File: src/rtl/cnt_pkg.sv
// Shared constants for the multi-digit modulo counter.
// Digit width, size limits and direction encoding.
package cnt_pkg;

    localparam int DIGIT_W     = 4;
    localparam int MAX_DIGITS  = 8;
    localparam int MAX_MODULUS = 16;

    localparam logic DIR_UP   = 1'b1;
    localparam logic DIR_DOWN = 1'b0;

endpackage

File: src/rtl/cnt_digit.sv
// One modulo-MODULUS digit cell with saturating load,
// up/down step and a direction-aware terminal flag.
module cnt_digit
    import cnt_pkg::*;
#(
    parameter int MODULUS = 10
) (
    input  logic               CLK,
    input  logic               RST,
    input  logic               CLR,
    input  logic               i_load,
    input  logic               i_step,
    input  logic               UP,
    input  logic [DIGIT_W-1:0] i_data,
    output logic [DIGIT_W-1:0] o_val,
    output logic               o_tc
);

    localparam logic [DIGIT_W-1:0] MAXV = DIGIT_W'(MODULUS - 1);
    localparam logic [DIGIT_W:0]   MODV = (DIGIT_W + 1)'(MODULUS);

    logic [DIGIT_W-1:0] r_val;
    logic [DIGIT_W-1:0] w_sat;
    logic [DIGIT_W-1:0] w_next;
    logic               w_up;

    assign w_up  = (UP == DIR_UP);
    assign w_sat = ({1'b0, i_data} >= MODV) ? MAXV : i_data;

    always_comb begin
        w_next = r_val;
        if (w_up)
            w_next = (r_val == MAXV) ? '0 : r_val + 1'b1;
        else
            w_next = (r_val == '0) ? MAXV : r_val - 1'b1;
    end

    always_ff @(posedge CLK or negedge RST) begin
        if (!RST)
            r_val <= '0;
        else if (CLR)
            r_val <= '0;
        else if (i_load)
            r_val <= w_sat;
        else if (i_step)
            r_val <= w_next;
    end

    assign o_val = r_val;
    assign o_tc  = w_up ? (r_val == MAXV) : (r_val == '0);

endmodule

File: src/rtl/bcd_updown_counter.sv
// Multi-digit up/down modulo counter: chained digit cells,
// combinational terminal flags and a registered wrap pulse.
module bcd_updown_counter
    import cnt_pkg::*;
#(
    parameter int DIGITS  = 4,
    parameter int MODULUS = 10
) (
    input  logic                      CLK,
    input  logic                      RST,
    input  logic                      EN,
    input  logic                      LOAD,
    input  logic                      CLR,
    input  logic                      UP,
    input  logic [DIGIT_W*DIGITS-1:0] DATA,
    output logic [DIGIT_W*DIGITS-1:0] DOUT,
    output logic [DIGITS-1:0]         DIGIT_TC,
    output logic                      COUNT,
    output logic                      WRAP
);

    logic              w_load;
    logic              w_cnt;
    logic [DIGITS-1:0] w_step;
    logic              r_wrap;

    assign w_load = EN & ~LOAD;
    assign w_cnt  = EN & LOAD;

    // a digit steps only when all lower digits sit at terminal
    assign w_step[0] = w_cnt;

    genvar g;
    generate
        for (g = 1; g < DIGITS; g++) begin : g_chain
            assign w_step[g] = w_step[g-1] & DIGIT_TC[g-1];
        end

        for (g = 0; g < DIGITS; g++) begin : g_digit
            cnt_digit #(
                .MODULUS (MODULUS)
            ) u_digit (
                .CLK    (CLK),
                .RST    (RST),
                .CLR    (CLR),
                .i_load (w_load),
                .i_step (w_step[g]),
                .UP     (UP),
                .i_data (DATA[g*DIGIT_W +: DIGIT_W]),
                .o_val  (DOUT[g*DIGIT_W +: DIGIT_W]),
                .o_tc   (DIGIT_TC[g])
            );
        end
    endgenerate

    assign COUNT = &DIGIT_TC;

    always_ff @(posedge CLK or negedge RST) begin
        if (!RST)
            r_wrap <= 1'b0;
        else if (CLR)
            r_wrap <= 1'b0;
        else
            r_wrap <= w_cnt & COUNT;
    end

    assign WRAP = r_wrap;

endmodule

File: config.mk
export PLATFORM = sky130hd
export DESIGN_NAME = bcd_updown_counter
export DESIGN_NICKNAME = d
export VERILOG_FILES = /design/src/rtl/cnt_pkg.sv /design/src/rtl/cnt_digit.sv /design/src/rtl/bcd_updown_counter.sv
export SDC_FILE = /design/constraint.sdc
export NUM_CORES = 1
export LEC_CHECK = 0
export ABC_AREA = 1
export CORE_MARGIN = 10
export CORE_UTILIZATION = 51
export CTS_CLUSTER_DIAMETER = 30
export DETAILED_ROUTE_END_ITERATION = 10
export MAX_ROUTING_LAYER = met4
export PLACE_DENSITY = 0.79
export SETUP_SLACK_MARGIN = 0.2
export SYNTH_ARGS = -nofsm -noshare
export SYNTH_HDL_FRONTEND = slang
export SYNTH_SLANG_ARGS = --single-unit
File: constraint.sdc
create_clock -name CLK -period 1.8 [get_ports CLK]
set_clock_uncertainty 0.2 [all_clocks]
set_input_delay 0.27 -clock CLK [delete_from_list [all_inputs] [get_ports CLK]]
set_output_delay 0.27 -clock CLK [all_outputs]
set_load 0.1 [all_outputs]
==> results of run 1 <==
per-layer routing:
metal  global-route usage (%)  GRT overflow
met4                     67.8            28
met5                        -             -
met3                     45.4             0
met1                     59.7             0
met2                     78.8            24
synth_stat cells:
cell type   n
clkinv_1    1
nor2_4      4
nand2_8     1
xor2_1      5
a21oi_1    10
buf_6       2
nor3_1      2
dfrtp_1    17
clkbuf_1    1
o21ai_0    14
nand2_2     3
nor2_1     15
inv_8       1
a31oi_1     1
inv_2       3
o21ai_1     7
nand3_1    31
inv_1      29
o22ai_1     1
buf_4       4
nand3_2     1
nand3_4     1
buf_2       3
nand4_2     1
nand2_1    84
o211ai_1    5
nand4_1     7
buf_12      1
or2_2       1
nor2_2      4
ha_1       14
nand2_4     6
xnor2_1     2
logic make-up after synthesis:
kind of cell	share of synthesized area, %
DFF	22.4
xor gates and xnor gates	3.23
adders and majority gates	9.23
and+or+nand+nor	42.3
buffers and inverters	11.9
AOI/OAI and AO/OA	10.8
timing repair:
action	4_1_cts
endpoints found under the setup margin	22
hold buffers	0
setup buffers	16
gates resized for setup	29
pin swaps	17
stage by stage:
| step | setup slack (ns) | hold WS (ns) | util [%] | cells |
|---|---|---|---|---|
| 4_1_cts | -0.331 | 0.145 | 92.8 | 429 |
| 3_5_place_dp | -0.324 | 0.335 | 84.6 | 409 |
| 3_3_place_gp | -0.277 | 0.312 | 84.6 | 409 |
| 2_1_floorplan | -0.469 | -0.226 | - | 282 |
==> impl_metrics.tcl, run 1 <==
set metrics [dict create \
    status "aborted with a tool error" \
    failed_stage "5_1_grt" \
    firstError "[ERROR GRT-0232] Routing congestion too high. Check the congestion heatmap in the GUI." \
    placed_area_mm2 0.00307 \
    synth_seq_area_share_pct 22.4 \
    die_w_um 81.0 \
    syn-instance-count 282 \
    die_y_um 81.0 \
    worstEndpointType "primary output" \
    syn_nets 318 \
    synth_area_per_cell_um2 6.73 \
    globalRouteOverflowTotal 52 \
    pin_count 44 \
    ys_warn_count 0 \
    gp_congestion 0.909 \
    grt_max_degree 21 \
    ys_types 33 \
    synth_top_area_share_pct 22.4 \
    gr-usage-all-layers_pct 63.3 \
    htree_levels 1 \
    yosysTopAreaCell "dfrtp_1" \
    root_buffer "clkbuf_8" \
    initial_core_util_pct 52.2 \
    yosys-top-cells-area "dfrtp_1 (22%), nand2_1 (17%), ha_1 (9.2%)" \
    port_buffers 43 \
    clock-sinks 17 \
    globalroute.repair_timing.worst_endpoint "COUNT" \
    clockBufferDepth 2 \
    ys_seq_elements 17 \
    rows 22 \
    dpl.hpwl_um 4940 \
    numCtsBuffers 3 \
    syn_area_mm2 0.00190 \
]
==> run 2: changes to the inputs <==
--- a/config.mk
+++ b/config.mk
@@ -7,12 +7,9 @@
 export LEC_CHECK = 0
 export ABC_AREA = 1
 export CORE_MARGIN = 10
-export CORE_UTILIZATION = 51
-export CTS_CLUSTER_DIAMETER = 30
+export CORE_UTILIZATION = 37
 export DETAILED_ROUTE_END_ITERATION = 10
-export MAX_ROUTING_LAYER = met4
-export PLACE_DENSITY = 0.79
-export SETUP_SLACK_MARGIN = 0.2
+export PLACE_DENSITY_LB_ADDON = 0.15
 export SYNTH_ARGS = -nofsm -noshare
 export SYNTH_HDL_FRONTEND = slang
 export SYNTH_SLANG_ARGS = --single-unit
==> impl_metrics.tcl, run 2 <==
set metrics [dict create \
    arrival_ns 1.68 \
    setup_violations 17 \
    cp-end-kind "output port" \
    rsz0062_at_grt "yes" \
    criticalPathCategory "reg2out" \
    violations "setup timing" \
    async_reset_ff_share_pct 100 \
    max-slew-margin-rel_pct 77.5 \
    ys_warn_count 0 \
    fin_util_pct 71.3 \
    cts.clk_slew.worst_paths_ns 0.08 \
    grt_pass1_vias 2284 \
    pwr_density_cell_mw_per_mm2 993 \
    rows 26 \
    final_common_cell "nand2_1" \
    firstDrtPassIters 4 \
    gp_congestion 0.843 \
    ys.flop_type "dfrtp_1" \
    yosys-top-cells-area "dfrtp_1 (22%), nand2_1 (17%), ha_1 (9.2%)" \
    yosysTopAreaCell "dfrtp_1" \
    final_cell_mix "nand2_1 (75), buf_4 (67), nand3_1 (27)" \
    globalRouteOverflowTotal 0 \
    synth_edf_count 0 \
    syn_to_final_growth_pct 89.4 \
    min_period_ns 2.15 \
    largest_reg_flops 16 \
    fill_cells 382 \
    root_buffer "clkbuf_8" \
    ys_types 33 \
    fin_area_mm2 0.00359 \
    startpoint_type "flip-flop" \
    cts_hold_buf 0 \
    wl_per_cell_um 13.6 \
    vias_per_cell 4.81 \
    vias 2235 \
    coreArea_mm2 0.00504 \
    critPathLaunch "g_digit[3].u_digit.o_val[0]$_DFFE_PN0P_" \
    insertion_delay_ns 0.26 \
    antenna_found_initial 0 \
    switching_share_pct 49.9 \
    syn-instance-count 282 \
    initial_core_util_pct 37.6 \
    drc 0 \
    htree_levels 1 \
    cts_tree "done" \
    fin_ws_ns -0.350 \
    antenna_left 0 \
    drtIter0Drc 102 \
    syn_nets 318 \
    p_switching_mw 1.78 \
    tightest_slew_ns 0.338 \
    timing.rr.start "g_digit[2].u_digit.o_val[0]$_DFFE_PN0P_" \
    ys_seq_elements 17 \
    gr-usage-all-layers_pct 14.8 \
    synth_top_area_share_pct 22.4 \
    yosysMostFrequentCell "nand2_1" \
    vdd_drop_max_mv 0.695 \
    p_leak_nw 1.66 \
    dpl.hpwl_um 4660 \
    clockBufferDepth 2 \
    die_w_um 91.6 \
    grt_pass1_wl_um 10500 \
    antenna_cells 0 \
    hold_viol 0 \
    drive_gt1_share_pct 47.6 \
    synth_area_per_cell_um2 6.73 \
    pin_count 44 \
    crit_fanout 4 \
    total_power_mw 3.57 \
    crit_required_ns 1.33 \
    die_y_um 91.6 \
    holdCritPathClass "in2async" \
    fp.dieArea_mm2 0.00839 \
    placed_area_mm2 0.00317 \
    finalMaxSlewViolations 0 \
    pwr-share-comb_pct 74.9 \
    routed_wl_um 6320 \
    syn_area_mm2 0.00190 \
    numCtsBuffers 3 \
    p_clk_share_pct 8.8 \
    port_buffers 43 \
    synth_common_cells "nand2_1 (84), nand3_1 (31), inv_1 (29)" \
    timing.fmax_mhz 465 \
    status "finished with violations" \
    synth_seq_area_share_pct 22.4 \
    clock-sinks 17 \
    r2r_slack_ns -0.11 \
    p_int_mw 1.79 \
    min_period_over_period_pct 119 \
    power_frac_seq_pct 16.3 \
    drv_cap 0 \
    grt_max_degree 18 \
    nets 432 \
]
==> run 2: cell counts after synthesis <==
No cell type changed its count.
==> run 2: timing repair <==
item	4_1_cts	5_1_grt
gates resized for setup	30	29
setup buffers	18	11
pin swaps	20	23
setup endpoints to repair	11	19
==> run 2: power by group through the flow <==
| stage | Clock (mW) | Combinational [mW] | Sequential (mW) |
|---|---|---|---|
| detailed placement | 0 | 2.35 | 0.587 |
| finish | 0.314 | 2.67 | 0.582 |
| CTS | 0.318 | 2.57 | 0.578 |
| global route | 0.334 | 2.84 | 0.593 |
| floorplan | 0 | 0.936 | 1.11 |
| global placement | 0 | 2.34 | 0.586 |
==> run 2: routing by layer <==
layer	track usage, %	part of all wire, %	vias to the layer above
met4	4.57	1.5	0
met1	17.1	43	1033
li1	-	-	1135
met2	26.2	51	58
met5	0	0	-
met3	3.62	4.8	9
==> run 2: worst paths after layout <==
kind,end,cells after the start
setup / recovery,DIGIT_TC[3],9
hold / removal,g_digit[2].u_digit.o_val[1]$_DFFE_PN0P_,2
setup reg to reg,g_digit[3].u_digit.o_val[1]$_DFFE_PN0P_,12
hold reg to reg,g_digit[2].u_digit.o_val[3]$_DFFE_PN0P_,2
max in group asynchronous,g_digit[1].u_digit.o_val[0]$_DFFE_PN0P_,2
min in group CLK,g_digit[2].u_digit.o_val[3]$_DFFE_PN0P_,2
==> run 2: cell families (layout without fill, tap and decap cells) <==
logic type | Yosys count | in the layout | share of synthesized area, %
simple gates | 161 | 161 | 42.3
buf+inv | 45 | 158 | 11.9
compound gates | 38 | 38 | 10.8
flops | 17 | 17 | 22.4
fa+ha+maj | 14 | 14 | 9.23
xor+xnor | 7 | 7 | 3.23
==> run 2: through the flow <==
step,TNS (ns),worst slack (ns),hold WS [ns],instances
final,-2.29,-0.350,0.138,465
after global routing,-3.55,-0.431,0.160,465
after CTS,-2.19,-0.339,0.144,461
after detailed placement,-3.15,-0.293,0.319,441
after global placement,-2.86,-0.261,0.313,441
after floorplan,-1.79,-0.469,-0.226,282
==> run 2: cell type report <==
cell class	count	area (um^2)	area share, %
flip-flops and latches	17	470	13.1
well taps	70	87.6	2.44
clock buffers	4	45.0	1.25
repair buffers	120	1280	35.6
multi-input cells	220	1550	43.1
inverters	34	165	4.60
==> run 2: critical path: stages, from the launching register on <==
cell and delay, ns:
dfrtp_4 0.51, buf_6 0.13, ha_4 0.15, nand3_4 0.06, nand2_2 0.05, nand2_2 0.07
inv_2 0.05, buf_4 0.13, buf_6 0.11, buf_12 0.15
Note: power is estimated with default switching activity, not from simulation.
